===== config.mk =====
export PLATFORM = sky130hd
export DESIGN_NAME = instr_fetch_queue
export DESIGN_NICKNAME = d
export VERILOG_FILES = /design/src/rtl/proc_pkg.sv /design/src/rtl/fetch_fifo.sv /design/src/rtl/instr_fetch_queue.sv
export SDC_FILE = /design/constraint.sdc
export NUM_CORES = 1
export LEC_CHECK = 0
export BUFFER_PORTS_ARGS = -buffer_cell sky130_fd_sc_hd__buf_2
export CORE_MARGIN = 2
export CORE_UTILIZATION = 51
export DETAILED_ROUTE_END_ITERATION = 10
export GPL_TIMING_DRIVEN = 1
export PLACE_DENSITY = 0.78
export SKIP_CTS_REPAIR_TIMING = 1
export SYNTH_ARGS = -nofsm -noshare
export SYNTH_HDL_FRONTEND = slang
export SYNTH_SLANG_ARGS = --single-unit

===== constraint.sdc =====
create_clock -name in_clk -period 2.45 [get_ports in_clk]
set_input_delay 0.49 -clock in_clk [delete_from_list [all_inputs] [get_ports in_clk]]
set_output_delay 0.49 -clock in_clk [all_outputs]
set_load 0.01 [all_outputs]

===== src/rtl/proc_pkg.sv =====
// proc_pkg: widths and instruction field bounds shared by the processor and its fetch stage
package proc_pkg;
  localparam int ADDR_W = 8;
  localparam int INSTR_W = 29;
  localparam int OPC_HI = 28;
  localparam int OPC_LO = 24;
  typedef logic [OPC_HI-OPC_LO:0] opcode_t;
  function automatic opcode_t opcode(input logic [INSTR_W-1:0] instr);
    return instr[OPC_HI:OPC_LO];
  endfunction
endpackage


===== src/rtl/fetch_fifo.sv =====
// fetch_fifo: synchronous circular queue with push, pop and flush; head gated to 0 while empty
module fetch_fifo #(
  parameter int DEPTH = 4,
  parameter int W = 37
) (
  input  logic                         clk_i,
  input  logic                         rst_ni,
  input  logic                         push_i,
  input  logic                         pop_i,
  input  logic                         flush_i,
  input  logic [W-1:0]                 wdata_i,
  output logic [W-1:0]                 rdata_o,
  output logic [$clog2(DEPTH+1)-1:0]   count_o
);
  localparam int PW = $clog2(DEPTH);
  localparam int CW = $clog2(DEPTH+1);
  localparam logic [CW-1:0] FULL = CW'(DEPTH);
  logic [W-1:0] mem_q [DEPTH];
  logic [PW-1:0] rd_q, rd_d, wr_q, wr_d;
  logic [CW-1:0] cnt_q, cnt_d;
  logic do_push, do_pop;
  // Guard both strobes locally so occupancy can never over- or underflow
  assign do_pop = pop_i && cnt_q != '0;
  assign do_push = push_i && (cnt_q != FULL || do_pop);
  always_comb begin
    rd_d = flush_i ? '0 : do_pop ? rd_q + PW'(1) : rd_q;
    wr_d = flush_i ? '0 : do_push ? wr_q + PW'(1) : wr_q;
    cnt_d = flush_i ? '0 : (do_push && !do_pop) ? cnt_q + CW'(1) :
            (do_pop && !do_push) ? cnt_q - CW'(1) : cnt_q;
  end
  always_ff @(posedge clk_i) begin
    if (!rst_ni) begin
      rd_q <= '0;
      wr_q <= '0;
      cnt_q <= '0;
    end else begin
      rd_q <= rd_d;
      wr_q <= wr_d;
      cnt_q <= cnt_d;
    end
  end
  always_ff @(posedge clk_i) begin
    if (do_push && !flush_i) mem_q[wr_q] <= wdata_i;
  end
  assign rdata_o = cnt_q != '0 ? mem_q[rd_q] : '0;
  assign count_o = cnt_q;
endmodule


===== src/rtl/instr_fetch_queue.sv =====
// instr_fetch_queue: fetch PC and redirect control feeding a decoupling instruction queue
module instr_fetch_queue #(
  parameter int DEPTH = 4,
  parameter int ADDR_W = proc_pkg::ADDR_W,
  parameter int INSTR_W = proc_pkg::INSTR_W
) (
  input  logic                         in_clk,
  input  logic                         in_rst,
  output logic [ADDR_W-1:0]            out_pm_addr,
  input  logic [INSTR_W-1:0]           in_pm_instr,
  input  logic                         in_redirect,
  input  logic [ADDR_W-1:0]            in_redirect_addr,
  input  logic                         in_halt,
  output logic                         out_valid,
  input  logic                         in_ready,
  output logic [INSTR_W-1:0]           out_instr,
  output logic [ADDR_W-1:0]            out_instr_pc,
  output logic [$clog2(DEPTH+1)-1:0]   out_count
);
  localparam int CW = $clog2(DEPTH+1);
  localparam logic [CW-1:0] FULL = CW'(DEPTH);
  logic [ADDR_W-1:0] pc_q, pc_d;
  logic [ADDR_W+INSTR_W-1:0] head;
  logic pop, push;
  assign pop = out_valid && in_ready;
  // A full queue still accepts a fetch when the head leaves in the same cycle
  assign push = !in_redirect && !in_halt && (out_count != FULL || pop);
  always_comb begin
    pc_d = in_redirect ? in_redirect_addr : push ? pc_q + ADDR_W'(1) : pc_q;
  end
  always_ff @(posedge in_clk) begin
    if (!in_rst) pc_q <= '0;
    else pc_q <= pc_d;
  end
  fetch_fifo #(
    .DEPTH(DEPTH),
    .W(ADDR_W + INSTR_W)
  ) u_fifo (
    .clk_i(in_clk),
    .rst_ni(in_rst),
    .push_i(push),
    .pop_i(pop),
    .flush_i(in_redirect),
    .wdata_i({pc_q, in_pm_instr}),
    .rdata_o(head),
    .count_o(out_count)
  );
  assign out_pm_addr = pc_q;
  assign out_valid = out_count != '0;
  assign {out_instr_pc, out_instr} = head;
endmodule


==> qor.csv <==
stage,metric,value,unit
global_routing,grt_usage,0.1723,
placed_design,dpl_cell_area,7262,sq um
power_and_ir_drop,swShare,0.2069,
synth,synth_largest_area_cell,edfxtp_1,
floorplanning,chipWidth,117.1,um
setup_path,crit_path_max_incr_delay,0.49,ns
placed_design,place_inst,593,
cts,htreeDepth,4,
power_and_ir_drop,power.density,776.8,nW/um^2
synth,ys_ff_latch,165,
sta,setup_viol_count_final,0,
placed_design,place_congestion,0.7563,
floorplanning,initial_core_util,0.5187,
setup_path,cp_max_fo,9,
synth,syn_nets,387,
routing,via_count,3439,
sta,worst_pin_slew,0.4347,ns
cells_and_area,area_growth,21.42,%
routing,drtPass1Iterations,6,
setup_path,startpoint_type,flop,
cts,clockBufferDepth,2,
power_and_ir_drop,power_frac_clock,0.410,
power_and_ir_drop,vdd_drop_max,0.4208,mV
cts,clockRootBuffer,clkbuf_16,
synth,synthTopCellsByArea,"edfxtp_1, mux4_2, dfxtp_1, nor2b_1, ha_1",
setup_path,critPathSlowestCell,mux4_2,
setup_path,critPathTopFamily,multiplexers,
sta,fin_crit_sh,0.9593,
placed_design,dp_hpwl,6449,um
setup_path,cp.arrival,1.86,ns
power_and_ir_drop,power.internal,4.876,mW
sta,skew,0.01700,ns
floorplanning,dieArea,13700,sq um
setup_path,crit_required,1.96,ns
synth,syn-cell-area,6519,sq um
synth,yosysWarningCount,0,
sta,period_minus_slack,2.350,ns
routing,avgViaCountPerCell,5.476,
synth,synthCells,338,
sta,finalHoldViolCount,0,
routing,detail-route-antenna-nets,0,
global_routing,grt_pass1_wl,17110,um
global_routing,grt_pass1_vias,3398,
cells_and_area,drive_gt1_frac,0.3838,
cts,clock_sinks,165,
placed_design,io_buffers,90,
floorplanning,fp.dieH,117.1,um
synth,synth_top_area_frac,0.6818,
floorplanning,core_area,12570,sq um
setup_path,path_buf_inv,2,
sta,rsz0062_at_grt,no,
setup_path,crit_chain,clkbuf_16 > mux4_2 > nor2b_1 > buf_2,
global_routing,grt_max_degree,39,
routing,routedWlPerCell,18.30,um
cts,clk_latency,0.42,ns
power_and_ir_drop,combPwrFrac,0.074,
synth,ys_types,34,
sta,finalSetupTns,0,ns
power_and_ir_drop,p_sw,1.272,mW
synth,synth-edff-count,148,
status,status,completed,
sta,whs,0.2803,ns
cells_and_area,nets,492,
routing,drcViolationCount,0,
global_routing,overflow,0,
sta,drv_slew,0,
routing,drt-initial-drc-count,258,
run,max_cap_violations,0,
min_path,worstHoldPathType,in2reg,
cts,cts_tree,done,
sta,max-slew-margin-rel,0.7065,
setup_path,path_class,reg2out,
cells_and_area,design_area,7915,sq um
setup_path,setup.worst_path.end_class,output pin,
routing,wl,11490,um
sta,clock.fmax,0.4255,GHz
synth,yosysSeqAreaShare,0.7340,
floorplanning,io_pins,91,
global_routing,antenna_found_initial,1,
synth,avgSynthCellArea,19.29,sq um
cells_and_area,n_antenna_cell,0,
cts,clk_pin_slew_worst_paths,0.06,ns
cts,cts_buffers,17,
cells_and_area,final_cells,628,
power_and_ir_drop,power_leakage,2.750,nW
floorplanning,num_rows,41,
synth,ys.flop_type,edfxtp_1,
synth,ys_async_sr_fraction,0,
power_and_ir_drop,power_frac_seq,0.515,
[cell type report]
class / instances / area, sq um
clock buffer: 26 / 544.3
multi-input combinational: 150 / 1624
sequential: 165 / 4790
fill: 881 / 4653
tap: 172 / 215.2
inverter: 6 / 22.52
timing repair buffer: 103 / 685.7
clock inverter: 6 / 33.78
[synth_stat cells, types with 4 or more instances]
cell        n
edfxtp_1  148
mux4_2     37
buf_4       5
nor2_1      6
inv_1       6
and2_1      4
ha_1        6
o31ai_1     7
dfxtp_1    17
or4_1       5
o21ai_0    10
clkbuf_1   10
xor2_1      4
a31oi_1     6
nor2b_1    37
[worst reg2reg max path, cell delays in order, from the launching register on]
cell	delay [ns]
dfxtp_1	0.53
nor4b_4	0.09
nor3_1	0.25
ha_1	0.26
inv_1	0.07
fa_1	0.37
xor2_1	0.18
or3_1	0.31
a21oi_1	0.15
[layout by cell type (no fill, tap or decap), types with 3 or more instances in the layout]
cell / synthesis / final
a21oi_1: 3 / 3
a31oi_1: 6 / 6
and2_2: 0 / 4
buf_12: 0 / 6
buf_2: 0 / 90
buf_4: 5 / 3
clkbuf_1: 10 / 5
clkbuf_16: 0 / 23
clkinv_2: 0 / 3
dfxtp_1: 17 / 15
edfxtp_1: 148 / 148
ha_1: 6 / 6
inv_1: 6 / 6
inv_4: 0 / 3
mux4_2: 37 / 37
nand2_1: 3 / 3
nor2_1: 6 / 6
nor2b_1: 37 / 37
o21ai_0: 10 / 10
o31ai_1: 7 / 7
or3_1: 3 / 3
or4_1: 5 / 5
xor2_1: 4 / 4
[power by group through the flow]
| stage | logic, mW | registers (mW) | clock network, mW |
|---|---|---|---|
| 3_3_place_gp | 0.446 | 3.22 | 0 |
| 2_1_floorplan | 0.251 | 3.22 | 0 |
| 6_report | 0.457 | 3.17 | 2.52 |
| 3_5_place_dp | 0.452 | 3.23 | 0 |
| 4_1_cts | 0.453 | 3.17 | 2.56 |
| 5_1_grt | 0.507 | 3.17 | 2.68 |
[per-stage QoR]
step	worst slack, ns	utilization	total power [mW]
global route	0.03101	0.6298	6.360
finish	0.09967	0.6298	6.148
global placement	0.2421	0.5778	3.665
CTS	0.009783	0.6238	6.184
floorplan	0.06425	-	3.472
detailed placement	0.1198	0.5778	3.678
[worst paths after layout]
check / startpoint / to / slack, ns / cells past startpoint
max: flop / out_instr_pc[6] / 0.1 / 4
min reg2reg: u_fifo.rd_q[0] / u_fifo.rd_q[0] / 0.53 / 2
min: in_pm_instr[21] / u_fifo.mem_q[2][21] / 0.28 / 1
max reg2reg: u_fifo.count_o[0] / u_fifo.count_o[2] / 0.16 / 8
[state kept, by name (all words and copies together) (netlist names), named ones only]
signal and count:
u_fifo.count_o 3, u_fifo.wr_q 2, u_fifo.rd_q 2, out_pm_addr 8, u_fifo.mem_q 148
[cell families (layout without fill, tap and decap cells)]
group / Yosys count / after routing / synth area share
AOI/OAI and AO/OA: 30 / 30 / 0.02918
buffers and inverters: 23 / 141 / 0.01843
DFF: 165 / 165 / 0.7340
adders and majority gates: 7 / 7 / 0.01459
xor gates and xnor gates: 4 / 4 / 0.005374
and+or+nand+nor: 71 / 71 / 0.06910
muxes: 38 / 38 / 0.1294
[routing by layer]
metal	part of all wire	global-route usage	vias up
li1	-	-	1565
met1	0.43	0.2097	1756
met2	0.50	0.2913	104
met3	0.057	0.05922	12
met4	0.0063	0.05725	2
met5	0.0011	0	-
No activity file was read; power rests on OpenSTA's default activity.
